==> src/rtl/ninjin_pkg.sv <==
// Shared ninjin buffer-protocol constants, command encodings and the
// DDR responder state type.
package ninjin_pkg;

    localparam int MEMSIZE = 8;
    localparam int LSB     = 2;
    localparam int DWIDTH  = 16;
    localparam int BWIDTH  = 2 * DWIDTH;
    localparam int LWIDTH  = 8;

    localparam logic DDR_READ  = 1'b0;
    localparam logic DDR_WRITE = 1'b1;

    typedef enum logic [1:0] {
        S_IDLE,
        S_RD,
        S_WR,
        S_DONE
    } ddr_resp_state_t;

endpackage

==> src/rtl/ninjin_ddr_resp_slot.sv <==
// One pending-command register: capture, overrun detect and free.
// The slot stays occupied from capture until the responder frees it.
module ninjin_ddr_resp_slot
    import ninjin_pkg::*;
(
    input  logic               clk,
    input  logic               rst,
    input  logic               capture,
    input  logic               free,
    input  logic [MEMSIZE-1:0] cap_base,
    input  logic [LWIDTH-1:0]  cap_len,
    output logic               pending,
    output logic [MEMSIZE-1:0] base,
    output logic [LWIDTH-1:0]  len,
    output logic               drop
);

    // Freeing wins over occupancy, so a capture in the freeing cycle is accepted.
    assign drop = capture && pending && !free;

    // NOTE: sequential state uses non-blocking assignments so every register
    // samples the pre-edge values regardless of statement order.
    always_ff @(posedge clk or posedge rst) begin
        if (rst) begin
            pending <= 1'b0;
            base    <= '0;
            len     <= '0;
        end else if (capture && !drop) begin
            pending <= 1'b1;
            base    <= cap_base;
            len     <= cap_len;
        end else if (free) begin
            pending <= 1'b0;
        end
    end

endmodule

==> src/rtl/ninjin_ddr_resp.sv <==
// DDR-side responder: executes buffer fill (READ) and drain (WRITE) commands
// against a word-addressed backing memory with a one-stage data pipeline.
module ninjin_ddr_resp
    import ninjin_pkg::*;
(
    input  logic                   clk,
    input  logic                   rst,
    input  logic                   ddr_req,
    input  logic                   ddr_mode,
    input  logic [MEMSIZE+LSB-1:0] ddr_base,
    input  logic [LWIDTH-1:0]      ddr_len,
    output logic                   ddr_we,
    output logic [MEMSIZE-1:0]     ddr_waddr,
    output logic [BWIDTH-1:0]      ddr_wdata,
    output logic [MEMSIZE-1:0]     ddr_raddr,
    input  logic [BWIDTH-1:0]      ddr_rdata,
    output logic                   ext_we,
    output logic [MEMSIZE-1:0]     ext_addr,
    output logic [BWIDTH-1:0]      ext_wdata,
    input  logic [BWIDTH-1:0]      ext_rdata,
    output logic                   busy,
    output logic                   done,
    output logic                   err_overrun
);

    ddr_resp_state_t state, state_next;

    logic               rd_pending, wr_pending, rd_drop, wr_drop;
    logic [MEMSIZE-1:0] rd_base, wr_base, act_base, offset, issue_addr;
    logic [LWIDTH-1:0]  rd_len, wr_len, act_len, cnt;
    logic               cur_mode, sel_mode;
    logic               start, advance, finish, issue, last_issue, pipe_last;

    ninjin_ddr_resp_slot u_rd_slot (
        .clk      (clk),
        .rst      (rst),
        .capture  (ddr_req && ddr_mode == DDR_READ),
        .free     (finish && cur_mode == DDR_READ),
        .cap_base (ddr_base[MEMSIZE+LSB-1:LSB]),
        .cap_len  (ddr_len),
        .pending  (rd_pending),
        .base     (rd_base),
        .len      (rd_len),
        .drop     (rd_drop)
    );

    ninjin_ddr_resp_slot u_wr_slot (
        .clk      (clk),
        .rst      (rst),
        .capture  (ddr_req && ddr_mode == DDR_WRITE),
        .free     (finish && cur_mode == DDR_WRITE),
        .cap_base (ddr_base[MEMSIZE+LSB-1:LSB]),
        .cap_len  (ddr_len),
        .pending  (wr_pending),
        .base     (wr_base),
        .len      (wr_len),
        .drop     (wr_drop)
    );

    // NOTE: every signal written here gets a default first, otherwise paths
    // that skip an assignment would infer latches.
    always_comb begin
        state_next = state;
        sel_mode   = cur_mode;
        start      = 1'b0;
        advance    = 1'b0;
        finish     = 1'b0;
        case (state)
            S_IDLE: begin
                if (rd_pending) begin
                    start      = 1'b1;
                    sel_mode   = DDR_READ;
                    state_next = (rd_len == '0) ? S_DONE : S_RD;
                end else if (wr_pending) begin
                    start      = 1'b1;
                    sel_mode   = DDR_WRITE;
                    state_next = (wr_len == '0) ? S_DONE : S_WR;
                end
            end
            S_RD, S_WR: begin
                if (cnt == act_len) state_next = S_DONE;
                else                advance    = 1'b1;
            end
            S_DONE: begin
                if (pipe_last) begin
                    finish     = 1'b1;
                    state_next = S_IDLE;
                end
            end
            default: state_next = S_IDLE;
        endcase
    end

    assign act_base   = (sel_mode == DDR_READ) ? rd_base : wr_base;
    assign act_len    = (sel_mode == DDR_READ) ? rd_len  : wr_len;
    assign offset     = start ? '0 : MEMSIZE'(cnt);
    assign issue_addr = act_base + offset;
    assign issue      = (start && act_len != '0) || advance;
    assign last_issue = (state == S_RD || state == S_WR) && cnt == act_len;

    always_ff @(posedge clk or posedge rst) begin
        if (rst) state <= S_IDLE;
        else     state <= state_next;
    end

    always_ff @(posedge clk or posedge rst) begin
        if (rst) begin
            cur_mode    <= DDR_READ;
            cnt         <= '0;
            pipe_last   <= 1'b0;
            ddr_we      <= 1'b0;
            ext_we      <= 1'b0;
            ddr_waddr   <= '0;
            ddr_raddr   <= '0;
            ext_addr    <= '0;
            err_overrun <= 1'b0;
        end else begin
            if (start) begin
                cur_mode <= sel_mode;
                cnt      <= LWIDTH'(1);
            end else if (advance) begin
                cnt <= cnt + LWIDTH'(1);
            end
            // A zero-length command spends one extra S_DONE cycle so its done
            // pulse lands where a one-beat command's would.
            pipe_last <= last_issue || (state == S_DONE && !pipe_last);
            ddr_we    <= (state == S_RD);
            ext_we    <= (state == S_WR);
            if (state == S_RD) ddr_waddr <= ext_addr;
            if (state == S_WR)                            ext_addr  <= ddr_raddr;
            else if (issue && sel_mode == DDR_READ)       ext_addr  <= issue_addr;
            if (issue && sel_mode == DDR_WRITE)           ddr_raddr <= issue_addr;
            if (rd_drop || wr_drop) err_overrun <= 1'b1;
        end
    end

    assign ddr_wdata = ddr_we ? ext_rdata : '0;
    assign ext_wdata = ext_we ? ddr_rdata : '0;
    assign done      = (state == S_DONE) && pipe_last;
    assign busy      = rd_pending || wr_pending;

endmodule
==> config.mk <==
export PLATFORM = sky130hd
export DESIGN_NAME = ninjin_ddr_resp
export DESIGN_NICKNAME = d
export VERILOG_FILES = /design/src/rtl/ninjin_pkg.sv /design/src/rtl/ninjin_ddr_resp_slot.sv /design/src/rtl/ninjin_ddr_resp.sv
export SDC_FILE = /design/constraint.sdc
export NUM_CORES = 1
export LEC_CHECK = 0
export CORE_MARGIN = 1.5
export CORE_UTILIZATION = 35
export CTS_BUF_LIST = sky130_fd_sc_hd__clkbuf_8
export DETAILED_ROUTE_END_ITERATION = 7
export DONT_BUFFER_PORTS = 1
export MAX_ROUTING_LAYER = met4
export PLACE_DENSITY = 0.59
export SLEW_MARGIN = 0
export SYNTH_ARGS = -nofsm -noshare
export SYNTH_HDL_FRONTEND = slang
export SYNTH_SLANG_ARGS = --single-unit
==> constraint.sdc <==
create_clock -name clk -period 4.1 [get_ports clk]
set_input_delay 1.23 -clock clk [delete_from_list [all_inputs] [get_ports clk]]
set_output_delay 1.23 -clock clk [all_outputs]
set_load 0.02 [all_outputs]
# [Yosys cells after proc, flatten, opt, wreduce, memory -nomap -nowiden]
# Cells that the tools add are included.
[word_totals] reg_bits=73 in_bits=86 output_inout_bits=93 wordCells=94
[op_classes] add_sub_neg=2 eq_ne=7 n_mux=30 n_bitwise=3 reduce_logical=36
[ops] op="two-way mux 32 bit" count=2
[ops] op="two-way mux 8 bit" count=7
[ops] op="logical AND 1 bit" count=16
[ops] op="zero test 8 bit" count=2
[ops] op="two-way mux 1 bit" count=15
[ops] op="two-way mux 2 bit" count=5
[ops] op="adder 8 x 1 -> 8 bit (second input constant)" count=1
[ops] op="adder 8 bit" count=1
[ops] op="== test 8 bit" count=1
[ops] op="nonzero test 2 bit" count=4
[ops] op="nonzero test 8 bit" count=1
[ops] op="one-hot mux 2 bit (3 select lines)" count=1
[ops] op="zero test 1 bit" count=5
[ops] op="logical OR 1 bit" count=5
[ops] op="== test 2 bit (second input constant)" count=2
[ops] op="!= test 2 bit (second input constant)" count=2
[ops] op="!= test 3 x 1 -> 1 bit (second input constant)" count=1
[ops] op="NOT 1 bit" count=3
[ops] op="AND reduction 3 bit" count=1
[ops] op="== test 2 x 1 -> 1 bit (second input constant)" count=1
[ops] op="zero test 2 bit" count=1
[ops] op="OR reduction 2 bit" count=1

# [Longest topological paths before layout]
# Gate-level depths: netlist of the first run.
[depth] word_depth=11 depth_mapped=19 depth_no_buf=16

# [Hierarchy]
# A second synthesis of the first run with hierarchy kept.
[hier_totals] cells_unflattened=421 area_unflattened_um2=4329.2
[by_module_without_submodules] module="ninjin_ddr_resp" n_inst=1 cells_per_inst=341 area_per_inst_um2=2922.8 seq_area_each_um2=975.9
[by_module_without_submodules] module="ninjin_ddr_resp_slot" n_inst=2 cells_per_inst=40 area_per_inst_um2=703.2 seq_area_each_um2=425.4

# [Worst setup path after synthesis of the first run]
# No wires, ideal clock.
[synth_timing] kind="register to register" start="reg state[0]" end="reg ext_addr[7]" setup_time_ns=0.080 t_arrival_ns=3.526 t_required_ns=4.020 slack_ns=0.494 path_stages_with_launch=18 n_path_buf=3 period_less_slack_ns=3.606 path_cell_list="dfrtp_1 -> inv_1 -> ha_1 -> buf_6 -> and2_4 -> buf_6 -> nor2_1 -> buf_2 -> mux2_2 -> ha_1 -> a21o_1 -> a21oi_1 -> nor2b_1 -> o21a_1 -> o41ai_1 -> xnor2_1 -> a21boi_0 -> a2bb2oi_1"
[synth_between] elab_chain_cells=9 word_cells_on_any_way=21 cone_classes="1 x add/sub; 3 x eq/ne; 9 x mux; 1 x bitwise; 7 x reduce/logical"
[synth_lines] item="from (decl)" line="ninjin_ddr_resp.sv:26" rtl="ddr_resp_state_t state, state_next;"
[synth_lines] item="from (signal assigned)" line="ninjin_ddr_resp.sv:103" rtl="else state <= state_next;"
[synth_lines] item="branches (longest 9 deep; another with adder 8 bit)"
[synth_lines] item="to (signal assigned)" line="ninjin_ddr_resp.sv:130" rtl="if (state == S_WR) ext_addr <= ddr_raddr;"
[synth_lines] item="to (signal assigned)" line="ninjin_ddr_resp.sv:131" rtl="else if (issue && sel_mode == DDR_READ) ext_addr <= issue_addr;"
[synth_lines] item="to (decl)" line="ninjin_ddr_resp.sv:18" rtl="output logic [MEMSIZE-1:0] ext_addr,"
# Several ways; the timed one is not identified. The select of a mux whose other input is x is not followed.
# A chain may end at the register's enable or synchronous reset.

# [Worst setup path in the final report of the first run]
[layout_timing] start="reg state[1]" end="reg ext_addr[7]"
# Same word-level chain as after synthesis.

==> metrics.md, run 1 <==
| Metric | Value |
|---|---|
| Outcome | completed |
| Dpl cells | 545 |
| DR vias | 3050 |
| Via-to-Cell Ratio | 5.437 |
| Final setup slack of the worst path | 0.4056 ns |
| Core area | 12010 sq um |
| Syn_area_per_cell | 10.59 sq um |
| MaxCap Viol Count | 0 |
| Worst clock skew | 0.01052 ns |
| Detailed placement HPWL | 9.263 mm |
| Final GP Congestion | 0.9218 |
| Worst path bufs/invs | 2 |
| Netlist cell types | 52 |
| Final hold violations | 0 |
| Area share of the largest cell type after synthesis | roughly 42% |
| TritonCTS Buffers | 9 |
| Critical path required time | 4.38 ns |
| Ant diodes | 0 |
| CTS H-tree depth | 3 |
| Initial antenna violation count | 1 |
| Worst-Margin Slew | approximately 0.96 ns |
| Top cell type by total area after synthesis | dfrtp_1 |
| Commonest non-fill, non-tap cell in the layout | dfrtp_1 |
| I/O Buffers | 0 |
| Drc violations | 0 |
| Share of post-route cells with drive strength above 1 | 23.19% |
| Clk_lat worst skew | 0.35 ns |
| CTS tree | built |
| Share of flip-flops with an asynchronous set or reset | 100.0% |
| XOR/XNOR share of the synthesized area | under 10% |
| Max Fclk | 270.7 MHz |
| Root Buffer | clkbuf_8 |
| Fin crit share | 90.11% |
| Cells on Worst Hold Path | 1 |
| Largest family of logic cells by synthesized area | simple AND/OR/NAND/NOR gates |
| Post-synth top flop | dfrtp_1 |
| Post-DRT Antenna Nets | 0 |
| Mux share of post-synthesis cell area | between 10% and 20% |
| Synth Area in Simple Gates | about a fifth |
| Crit path capture type | flip-flop |
| Crit Path Max Fanout | 9 |
| Slowest stage delay, CP | 0.42 ns |
| Critical path's slowest cell | dfrtp_1 |
| Global-route wire length before repair | 17.77 mm |
| Buffers inserted by post-CTS timing repair | 0 |
| Worst-path clk slew | 0.08 ns |
| GRT overflow | 0 |
| RSZ-0062 raised after global routing | false |
| CP cell instances | inv_1 > ha_2 > a21oi_4 > nor2_1 > buf_4 > mux2_2 > ha_1 > a21o_1 > a21oi_1 > nor2b_1 > o21a_1 > o41ai_1 > xnor2_1 > a21boi_0 > a2bb2oi_1 |
| Tmin final | 3.694 ns |
| Sequential element share of the synthesized area | 42.27% |
| Area contributors post-synth | dfrtp_1, mux2_2, and2_1, ha_1, mux2i_1 |
| Initial core utilization | 35.98% |
| Die height | approximately 110 um |
| Layout area overhead | 8.483% |
| Setup TNS | 0 ns |
| Die Wd | approximately 110 um |
| Starting DRT DRC Count | ~150 |
| Startpoint Class | flip-flop |
| Final wirelength | 11.69 mm |
| Worst-case clock buffer depth | 2 |
| Critical path depth | 15 |
| Most frequent cells in the layout | dfrtp_1, and2_1, mux2_2, nand2_1, a21oi_1 |
| Place WS | 0.3111 ns |
| Peak supply drop | 272.7 uV |
| Ys Warns | 0 |
| Critical path type | flip-flop to flip-flop |
| Routed WL per cell | roughly 21 um |
| Post-Synthesis Cells | 408 |
| Leakage | around 2.1 nW |
| Synthesized area | 4322 sq um |
| Pwr/cell area | 984.1 nW/um^2 |
| GRT Total Usage | 18.64% |
| Die area | roughly 13000 sq um |
| Final setup fails | 0 |
| # IOs | 179 |
| Dpl cell area | 4482 sq um |
| Number of global-route vias before repair | between 3000 and 4000 |
| First-pass detailed-route iteration total | 4 |
| Max Slew Vio Count | 0 |
| Final instance area | 4688 sq um |
| Reg2Reg Depth | 15 |
| Min-Delay Path Class | flip-flop to flip-flop |
| Non-Filler Instances | 561 |
| Sink Count | 73 |
| Hold slack | 0.5048 ns |
| Compound-cell area share of the yosys netlist | a little under an eighth |
| Relative slew margins | between 30% and 40% |
| Post-synth EDFFs | 0 |
| Largest net degree at the start of global routing | 74 |
| Synth Area in Adders | ~4.2% |
| Std cell rows | 40 |
| CP Data Arrival Time | 3.98 ns |
| Syn_nets | a little over 500 |
| Critical path's top delay family | compound AO/OA/AOI/OAI gates |
| Final nets | around 510 |
| Yosys reg bits | 73 |
==> path summary, 6_finish.rpt <==
kind	startpoint	to	slack, ns
max in group asynchronous	rst	ddr_raddr[5]	2.41
min in group asynchronous	rst	err_overrun	1.03
max reg2reg	state[1]	ext_addr[7]	0.41
min reg2reg	u_rd_slot.base[3]	u_rd_slot.base[3]	0.50
min	u_rd_slot.base[3]	u_rd_slot.base[3]	0.50
max	state[1]	ext_addr[7]	0.41
==> flip-flops by register name, indices dropped and copies added (netlist names) <==
register,count
cnt,8
cur_mode,1
ddr_raddr,8
ddr_waddr,8
ddr_we,1
err_overrun,1
ext_addr,8
ext_we,1
pipe_last,1
state,2
u_rd_slot.base,8
u_rd_slot.len,8
u_rd_slot.pending,1
u_wr_slot.base,8
u_wr_slot.len,8
u_wr_slot.pending,1
==> metrics by stage <==
stage               util, %  total power (W)
finish                39.03         0.004614
global route          39.03         0.004984
CTS                   39.01         0.004654
detailed placement    37.31         0.004042
global placement      37.31         0.003984
floorplan                 -         0.003525
==> cells in the mapped netlist, drive strengths merged, types with 2 or more instances <==
cell type,instances
a21boi,3
a21o,5
a21oi,18
a31oi,2
and2,72
and3,6
buf,5
clkbuf,12
dfrtp,73
ha,13
inv,16
mux2,53
mux2i,10
nand2,19
nand2b,4
nand3,4
nand4,2
nor2,9
nor2b,3
nor3,15
nor3b,2
nor4,5
nor4b,3
o21a,11
o21ai,12
o22ai,2
o31a,8
o31ai,2
or2,2
xnor2,3
xor2,5
==> worst reg2reg max path, cell delays in order (launching register included) <==
cell	delay, ns
dfrtp_1	0.42
inv_1	0.13
ha_2	0.30
a21oi_4	0.13
nor2_1	0.16
buf_4	0.24
mux2_2	0.38
ha_1	0.27
a21o_1	0.17
a21oi_1	0.21
nor2b_1	0.08
o21a_1	0.19
o41ai_1	0.33
xnor2_1	0.23
a21boi_0	0.22
a2bb2oi_1	0.16
==> layer usage <==
| layer | track usage (%) | vias to the layer above | part of all wire (%) |
|---|---|---|---|
| li1 | - | 1437 | - |
| met2 | 33.05 | 126 | 51 |
| met3 | 6.670 | 19 | 9.2 |
| met4 | 4.667 | 0 | 1.5 |
| met1 | 19.80 | 1468 | 38 |
| met5 | - | - | 0 |
==> cell type report <==
cell class                      count  area [sq um]
Clock buffer                       10         137.6
Clock inverter                      6         66.31
Tap cell                          147         183.9
Fill cell                        1203          7323
Inverter                           16         60.06
Multi-Input combinational cell    302          2361
Timing Repair Buffer                7         52.55
Sequential cell                    73          1827
==> cell families (layout without fill, tap and decap cells) <==
logic type,count (synthesis),count (layout)
AOI/OAI and AO/OA,70,70
buffers and inverters,33,39
xor gates and xnor gates,8,8
adders and majority gates,14,14
DFF,73,73
muxes,63,63
and+or+nand+nor,147,147
==> what timing repair did <==
action	CTS	global route
hold buffers	0	0
endpoints found under the setup margin	0	1
gates resized for setup	0	1
==> power by group <==
| group | switching, W | total, W | internal (W) |
|---|---|---|---|
| logic | 0.00136 | 0.00248 | 0.00112 |
| registers | 0.000487 | 0.00155 | 0.00106 |
| clock network | 0.000289 | 0.000587 | 0.000299 |
No activity file was read; power rests on OpenSTA's default activity.
==> run 2: changes to the inputs <==
--- a/config.mk
+++ b/config.mk
@@ -12,6 +12,7 @@
 export DONT_BUFFER_PORTS = 1
 export MAX_ROUTING_LAYER = met4
 export PLACE_DENSITY = 0.59
+export REMOVE_ABC_BUFFERS = 1
 export SLEW_MARGIN = 0
 export SYNTH_ARGS = -nofsm -noshare
 export SYNTH_HDL_FRONTEND = slang
==> run 2 against run 1 <==
  * Sequential share of layout area is 0.094 points higher
  * Highest routed layer unchanged
  * Setup slack worse by 0.038 ns
  * Combinational power is essentially flat
  * Count of clock-buffer cells in the layout did not move
  * Largest cell class unchanged
  * Critical path type unchanged
  * Die area unchanged
==> metrics.md, run 2 (synthesis gave the netlist of run 1 again) <==
| Metric | Value |
|---|---|
| Outcome | completed |
| Relative slew margins | 47.00% |
| Worst path bufs/invs | 1 |
| Via-to-Cell Ratio | 5.455 |
| Final setup fails | 0 |
| Pwr Total | ~0.0045 W |
| Starting DRT DRC Count | about 200 |
| Dpl cell area | 4482 sq um |
| Worst clock skew | 0.008042 ns |
| CP Data Arrival Time | 4.02 ns |
| R2r setup slk | between 0.3 and 0.4 ns |
| Buffers inserted by post-CTS timing repair | 0 |
| Slowest stage delay, CP | 0.41 ns |
| Commonest non-fill, non-tap cell in the layout | dfrtp_1 |
| Pwr/cell area | 964.6 nW/um^2 |
| Crit path capture type | flip-flop |
| Setup TNS | 0 ns |
| Final instance area | 4677 sq um |
| TritonCTS Buffers | 9 |
| GRT Total Usage | 19.18% |
| Drc violations | 0 |
| Tmin final | 3.733 ns |
| Std cell rows | 40 |
| Detailed placement HPWL | 9.674 mm |
| Layout area overhead | 8.222% |
| Hold slack | 0.5060 ns |
| MaxCap Viol Count | 0 |
| Worst-case clock buffer depth | 2 |
| First-pass detailed-route iteration total | 4 |
| Initial core utilization | 35.98% |
| Leakage | between 2 and 2.5 nW |
| Startpoint Class | flip-flop |
| Reg-to-reg startpoint | state[0] |
| Worst-path clk slew | 0.08 ns |
| Routed WL per cell | 21.23 um |
| Critical path type | flip-flop to flip-flop |
| Root Buffer | clkbuf_8 |
| Final wirelength | about 12 mm |
| DR vias | ~3100 |
| Die height | 114.1 um |
| Post-DRT Antenna Nets | 0 |
| Fillers | 1207 |
| Hold_sp | u_wr_slot.base[5] |
| Share of post-route cells with drive strength above 1 | ~23% |
| Crit Path Max Fanout | 8 |
| Reg2Reg Depth | 14 |
| WHS Endpoint | u_wr_slot.base[5] |
| CTS tree | built |
| Critical path's slowest cell | dfrtp_1 |
| Final GP Congestion | 0.8892 |
| I/O Buffers | 0 |
| Sink Count | 73 |
| Core area | 12010 sq um |
| Largest net degree at the start of global routing | 34 |
| CP cell instances | inv_1 > ha_1 > and2_4 > nor2_2 > mux2_2 > ha_1 > a21o_1 > a21oi_1 > nor2b_1 > o21a_1 > o41ai_1 > xnor2_1 > a21boi_0 > a2bb2oi_1 |
| CTS H-tree depth | 3 |
| Most frequent cells in the layout | dfrtp_1, and2_1, mux2_2, nand2_1, a21oi_1 |
| Peak supply drop | 273.2 uV |
| Final core utilization | 38.94% |
| Final hold violations | 0 |
| Min-Delay Path Class | flip-flop to flip-flop |
| Critical path required time | 4.39 ns |
| Clk_lat worst skew | 0.36 ns |
| # IOs | 179 |
| Fin crit share | 91.05% |
| Die Wd | 114.1 um |
| RSZ-0062 raised after global routing | false |
| Critical path's top delay family | compound AO/OA/AOI/OAI gates |
| Max Fclk | 267.9 MHz |
| Initial antenna violation count | 9 |
| Global-route wire length before repair | 17.83 mm |
| Final nets | 509 |
| Number of global-route vias before repair | 3128 |
| Reg-to-reg endpoint | ext_addr[7] |
| Max Slew Vio Count | 0 |
| Die area | around 13000 sq um |
| Worst path most repeated cell | ha_1 |
| Cells on Worst Hold Path | 1 |
| GRT overflow | 0 |
| Worst-Margin Slew | 0.7949 ns |
==> run 2: worst reg2reg max path: stages (launching register included) <==
cell	delay, ns
dfrtp_1	0.41
inv_1	0.10
ha_1	0.34
and2_4	0.26
nor2_2	0.31
mux2_2	0.42
ha_1	0.28
a21o_1	0.18
a21oi_1	0.21
nor2b_1	0.08
o21a_1	0.18
o41ai_1	0.30
xnor2_1	0.22
a21boi_0	0.23
a2bb2oi_1	0.16
==> run 2: layout make-up <==
cell class	instances	area (sq um)	share of cell area (%)
Inverter	16	60.06	1.284
Multi-Input combinational cell	302	2361	50.48
Sequential cell	73	1827	39.06
Clock inverter	6	35.03	0.7491
Antenna cell	8	20.02	0.4280
Timing Repair Buffer	7	52.55	1.124
Tap cell	147	183.9	3.933
Clock buffer	10	137.6	2.943
==> run 2: stage by stage <==
step | worst slack (ns) | instances
global route | 0.1413 | 569
floorplan | 0.3355 | 391
CTS | 0.2212 | 561
finish | 0.3671 | 569
global placement | 0.3174 | 545
detailed placement | 0.2499 | 545
==> run 2: timing repair <==
action	in CTS	in global routing
hold buffers	0	0
gates resized for setup	0	1
endpoints found under the hold margin	0	0
setup endpoints to repair	0	1
==> run 2: worst max path at each step <==
stage	startpoint	end	slack, ns	cells past startpoint
floorplan	state[0]	ext_addr[7]	0.34	14
global placement	state[0]	ext_addr[7]	0.32	14
detailed placement	state[0]	ext_addr[7]	0.25	14
CTS	state[0]	ext_addr[7]	0.22	14
global route	state[0]	ext_addr[7]	0.14	14
finish	state[0]	ext_addr[7]	0.37	14
==> run 2: power by group <==
group,switching [W],internal [W],total [W]
clock,0.000275,0.000231,0.000506
sequential,0.000486,0.00106,0.00155
combinational,0.00135,0.00111,0.00246
==> run 2: metal layers <==
metal	up-vias	global-route usage (%)	routed length [um]
met4	0	12.08	328
li1	1438	-	-
met1	1513	21.59	4781
met3	18	7.305	1092
met5	-	-	0
met2	135	28.76	5879
